## config.mk

```make
export PLATFORM = sky130hd
export DESIGN_NAME = sat_counter
export DESIGN_NICKNAME = d
export VERILOG_FILES = /design/src/rtl/dual_output_checker_pkg.sv /design/src/rtl/dual_output_checker_sat_counter.sv
export SDC_FILE = /design/constraint.sdc
export NUM_CORES = 1
export LEC_CHECK = 0
export CAP_MARGIN = 30
export CELL_PAD_IN_SITES_DETAIL_PLACEMENT = 1
export CELL_PAD_IN_SITES_GLOBAL_PLACEMENT = 2
export CORE_UTILIZATION = 30
export DETAILED_ROUTE_END_ITERATION = 10
export PLACE_DENSITY_LB_ADDON = 0.1
export SYNTH_ARGS = -nofsm -noshare
export SYNTH_HDL_FRONTEND = slang
export SYNTH_SLANG_ARGS = --single-unit
```

## constraint.sdc

```tcl
create_clock -name clk -period 2.4 [get_ports clk]
set_input_delay 0.48 -clock clk [delete_from_list [all_inputs] [get_ports clk]]
set_output_delay 0.48 -clock clk [all_outputs]
set_load 0.05 [all_outputs]
```

## src/rtl/dual_output_checker_pkg.sv

```systemverilog
// Shared types and helpers for the clocked output checker.
package chk_pkg;

   typedef enum logic [1:0] {IDLE, SETTLE, RUN, DONE} chk_state_t;

   localparam int CNT_W_MIN = 1;
   localparam int CNT_W_MAX = 32;

   function automatic bit cnt_w_ok(input int w);
      return (w >= CNT_W_MIN) && (w <= CNT_W_MAX);
   endfunction

   // All-ones value of a w-bit counter, the saturation ceiling.
   function automatic logic [31:0] sat_max(input int w);
      if (w >= 32) return 32'hFFFF_FFFF;
      return (32'd1 << w) - 32'd1;
   endfunction

endpackage

```

## src/rtl/dual_output_checker_sat_counter.sv

```systemverilog
// Up-counter with synchronous clear that holds at all-ones instead of wrapping.
module sat_counter
   import chk_pkg::*;
#(
   parameter int W = 16
) (
   input  logic         clk,
   input  logic         rst_n,
   input  logic         clr,
   input  logic         inc,
   output logic [W-1:0] q
);
   localparam logic [W-1:0] MAX = W'(sat_max(W));

   logic [W-1:0] q_q, q_d;

   always_comb begin
      q_d = q_q;
      if (clr)
         q_d = '0;
      else if (inc && (q_q != MAX))
         q_d = q_q + W'(1);
   end

   always_ff @(posedge clk or negedge rst_n) begin
      if (!rst_n) q_q <= '0;
      else        q_q <= q_d;
   end

   assign q = q_q;
endmodule

```

Yosys cells after proc, flatten, opt, wreduce, memory -nomap -nowiden:

Index checks and enable logic that the tools add are counted.

* register bits after elaboration: 16
* input bits: 4
* output and inout port bits: 16
* word-level logic and storage cells: 7

* add/subtract/negate cells: 1
* equal/unequal tests: 1
* muxes and demuxes: 2
* reduce and logical (&&, ||, !) cells: 2

Operator list (number)
* 2-to-1 mux 16 bit: 2
* adder 16 x 1 -> 16 bit (second input constant): 1
* inequality test 16 bit (second input constant): 1
* nonzero test 2 bit: 1
* logical AND 1 bit: 1

Logic depth before layout (Yosys ltp):

* depth after elaboration: 4
* gate-level depth with buffers: 6
* mapped depth without buffers: 5

Worst setup path after synthesis:

Ideal clock, no wire load.

* path type: register to register
* start: register q_q[0], in the netlist q[0]
* end: register q_q[15], in the netlist q[15]
* setup time: 0.128 ns
* arrival time: 1.988 ns
* data required time: 2.272 ns
* setup slack: 0.284 ns
* stages on the path, launching flop included: 6
* path buffers: 0
* period minus slack after synthesis: 2.116 ns
* cell sequence: dfrtp_1 ha_1 nand4_2 nor4_4 nor4_1 mux2_1

* word-level cells in the longest chain between the ends: 3
* elaborated cells between the ends (all ways): 6
* those cells by class: add/sub: 1; eq/ne: 1; mux: 2; reduce/logical: 2

RTL lines
* start: declaration: line dual_output_checker_sat_counter.sv:15 `logic [W-1:0] q_q, q_d;`
* start signal: assignment: line dual_output_checker_sat_counter.sv:27 `else q_q <= q_d;`
* adder 16 x 1 -> 16 bit / inequality test 16 bit (equally long branches): line dual_output_checker_sat_counter.sv:22, dual_output_checker_sat_counter.sv:21
* 2-to-1 mux 16 bit / logical AND 1 bit (equally long branches): line dual_output_checker_sat_counter.sv:21 `else if (inc && (q_q != MAX))`
* 2-to-1 mux 16 bit / nonzero test 2 bit (equally long branches)

Several ways; a longest one is shown, not always the timed one. The select of a mux whose other input is x is not followed.
A chain may end at the register's enable or synchronous reset.

Worst setup path in the final report:

* start: register q_q[7], in the netlist q[7]
* end: output port q[7]

RTL lines
* end: declaration: line dual_output_checker_sat_counter.sv:11 `output logic [W-1:0] q`

No word-level cell between the ends.

==> metrics.yaml <==
timing:
  worst_pin_slew_ns: 0.549
  drv_slew: 0
  period_share_pct: 87.9
  timing.fmax_mhz: 474
  clock_skew_ns: 0.00421
  finalHoldViolCount: 0
  fin_setup_tns_ns: 0
  setup_viol: 0
  min_period_ns: 2.11
  relSlewSlack_pct: 63.3
  rsz0062_at_grt: "false"
synth:
  synthAdderAreaFrac_pct: 1.33
  yosys.area.top_type: "dfrtp_1"
  synthSimpleGateAreaFrac_pct: 31.2
  syn_area_sq_um: 942
  synth_mux_area_share_pct: 4.78
  ys_types: 28
  synth-main-ff-cell: "dfrtp_1"
  yosysTopAreaCellShare_pct: 42.5
  synthXorXnorAreaFrac_pct: 0
  async_flop_share_pct: 100
  syn-num-nets: 103
  synth_top_family_by_area: "simple AND/OR/NAND/NOR gates"
  seq_area_frac_synth_pct: 42.5
  synthTopCellsByArea: "dfrtp_1, a21oi_1, o31ai_1"
  synth_cells: 98
  ys.warnings.count: 0
  synth.avg_cell_area_sq_um: 9.61
  synth-compound-area-share_pct: 16.2
  yosys-top-cells-count: "dfrtp_1, a21oi_1, o31ai_1, nand2_1, nand4_1"
  synth-edff-count: 0
  post-synth-top-count-cell: "dfrtp_1"
  synth-seq-cells: 16
critical_path:
  arrival_ns: 1.63
  reg2reg_slack_ns: 0.41
  crit_start: "q[7]"
  path_cells: "clkdlybuf4s50_1"
  r2r_start: "q[0]"
  cp_slowest_cell: "clkdlybuf4s50_1"
  cp-end-kind: "output port"
  critical_path.endpoint: "q[7]"
  r2r_end: "q[15]"
  cpLargestDelayFamily: "buffers and inverters"
  critPathBufInv: 1
  critical_path_required_ns: 1.92
  critPathKind: "flip-flop to output port"
  worst-path-stages: 1
  cp-start-kind: "flip-flop"
  slowest_delay_ns: 0.85
  ff2ff_path_depth: 6
  cp_max_fo: 8
floorplan:
  start_util_pct: 32.8
  die_w_um: 58.0
  rows: 19
  ioPinCount: 20
  die_y_um: 58.0
  core_sq_um: 2880
  die_area_sq_um: 3370
cts:
  clk-insertion-delay-late_ns: 0.29
  cts_htree_levels: 1
  cts-root-buf: "clkbuf_4"
  tritoncts: "built"
  cts_setup_buffers: 0
  clock-sinks: 16
  postCtsHoldBufs: 0
  max-clock-path-buffers: 2
  post_cts_resized: 0
  numCtsBuffers: 3
  cts.clk_slew.worst_paths_ns: 0.10
pwr:
  powerDensity_nw_per_um2: 411
  ir_worst_vdd_mv: 0.169
  leakage_nw: 0.478
  power_mw: 0.504
drt:
  post_drt_wl_per_cell_um: 15.2
  drc: 2
  wl_mm: 2.46
  vias: 867
  drtIter0Drc: 11
  drtAntennaViolNets: 0
  vias_per_cell: 5.35
  drt-pass1-iter-count: 9
grt:
  grt_overflow: 0
  antenna_found_initial: 0
  grt_max_degree: 23
  grt_usage_pct: 16.8
  grt_pass1_vias: 929
  grt_pass1_wl_mm: 4.38
final_layout:
  nets: 126
  largest_reg_flops: 16
  post-route-util_pct: 42.6
  syn_to_final_growth_pct: 30.0
  insertedDiodeCount: 0
  layoutNonFillerInstCount: 162
  drive_above_1_share_pct: 14.2
placement:
  place_congestion: 0.684
  hpwl_mm: 1.76
  dp.cells: 158
  port_buffers: 19
run_status:
  violations: "DRC"
  status: "complete, but fails checks"
worst_hold_path:
  hold_class: "primary input to async pin"
run:
  maxCapViolCount: 0
-- placed cells by master, fill, tap and decap left out, types with 2 or more instances in the layout --
| master | Yosys | final |
|---|---|---|
| clkdlybuf4s50_1 | 0 | 19 |
| dfrtp_1 | 16 | 16 |
| a21oi_1 | 11 | 11 |
| o31ai_1 | 7 | 7 |
| nand4_1 | 6 | 6 |
| nand2_1 | 6 | 6 |
| or4_1 | 5 | 5 |
| nor2b_1 | 4 | 4 |
| nor2_1 | 4 | 4 |
| nor4_1 | 4 | 4 |
| mux2_1 | 4 | 4 |
| buf_4 | 0 | 4 |
| inv_1 | 3 | 3 |
| nand3_1 | 3 | 3 |
| o21ai_1 | 3 | 3 |
| clkbuf_4 | 0 | 3 |
| or4_2 | 2 | 2 |
| or3_1 | 2 | 2 |
| and4_2 | 2 | 2 |
| and3_1 | 2 | 2 |
-- where the power goes --
| group | internal, mW | switching [mW] | total [mW] |
|---|---|---|---|
| combinational | 0.0160 | 0.0305 | 0.0465 |
| clock | 0.0923 | 0.0896 | 0.182 |
| sequential | 0.272 | 0.00362 | 0.275 |
| total | 0.380 | 0.124 | 0.504 |
-- per-stage QoR --
| stage | cell area [sq um] | hold WS, ns | setup slack [ns] |
|---|---|---|---|
| 6_report | 1220 | 0.509 | 0.291 |
| 5_1_grt | 1220 | 0.513 | 0.207 |
| 4_1_cts | 1220 | 0.510 | 0.271 |
| 3_5_place_dp | 1190 | 0.602 | 0.151 |
| 3_3_place_gp | 1190 | 0.588 | 0.205 |
| 2_1_floorplan | 942 | 0.184 | 0.284 |
-- logic make-up (layout without fill, tap and decap cells) --
family                   Yosys count  count (layout)
AND/OR/NAND/NOR                   45              45
adder cells (fa/ha/maj)            1               1
buffers and inverters              8              30
flip-flops                        16              16
AO/OA/AOI/OAI                     24              24
multiplexers                       4               4
-- cell type report --
| class | count | area [sq um] |
|---|---|---|
| repair buffers | 23 | 220 |
| fillers | 343 | 1650 |
| multi-input cells | 74 | 504 |
| inverters | 3 | 11.3 |
| well taps | 42 | 52.6 |
| flip-flops and latches | 16 | 400 |
| clock buffers | 4 | 36.3 |
-- per-layer routing --
layer	track usage, %	part of all wire [%]	vias to the layer above
li1	-	-	423
met1	22.6	49	427
met2	28.1	48	15
met3	2.68	2.4	2
met4	4.08	0.53	0
met5	0	0	-
-- worst min-delay path by stage --
| stage | slack (ns) | depth (start not counted) | startpoint | end |
|---|---|---|---|---|
| CTS | 0.51 | 2 | rst_n | q[12] |
| global route | 0.51 | 2 | rst_n | q[12] |
| floorplan | 0.18 | 0 | rst_n | q[0] |
| global placement | 0.59 | 2 | q[14] | q[14] |
| finish | 0.51 | 2 | rst_n | q[12] |
| detailed placement | 0.60 | 2 | q[14] | q[14] |
Power figures use the tool's default switching activity.
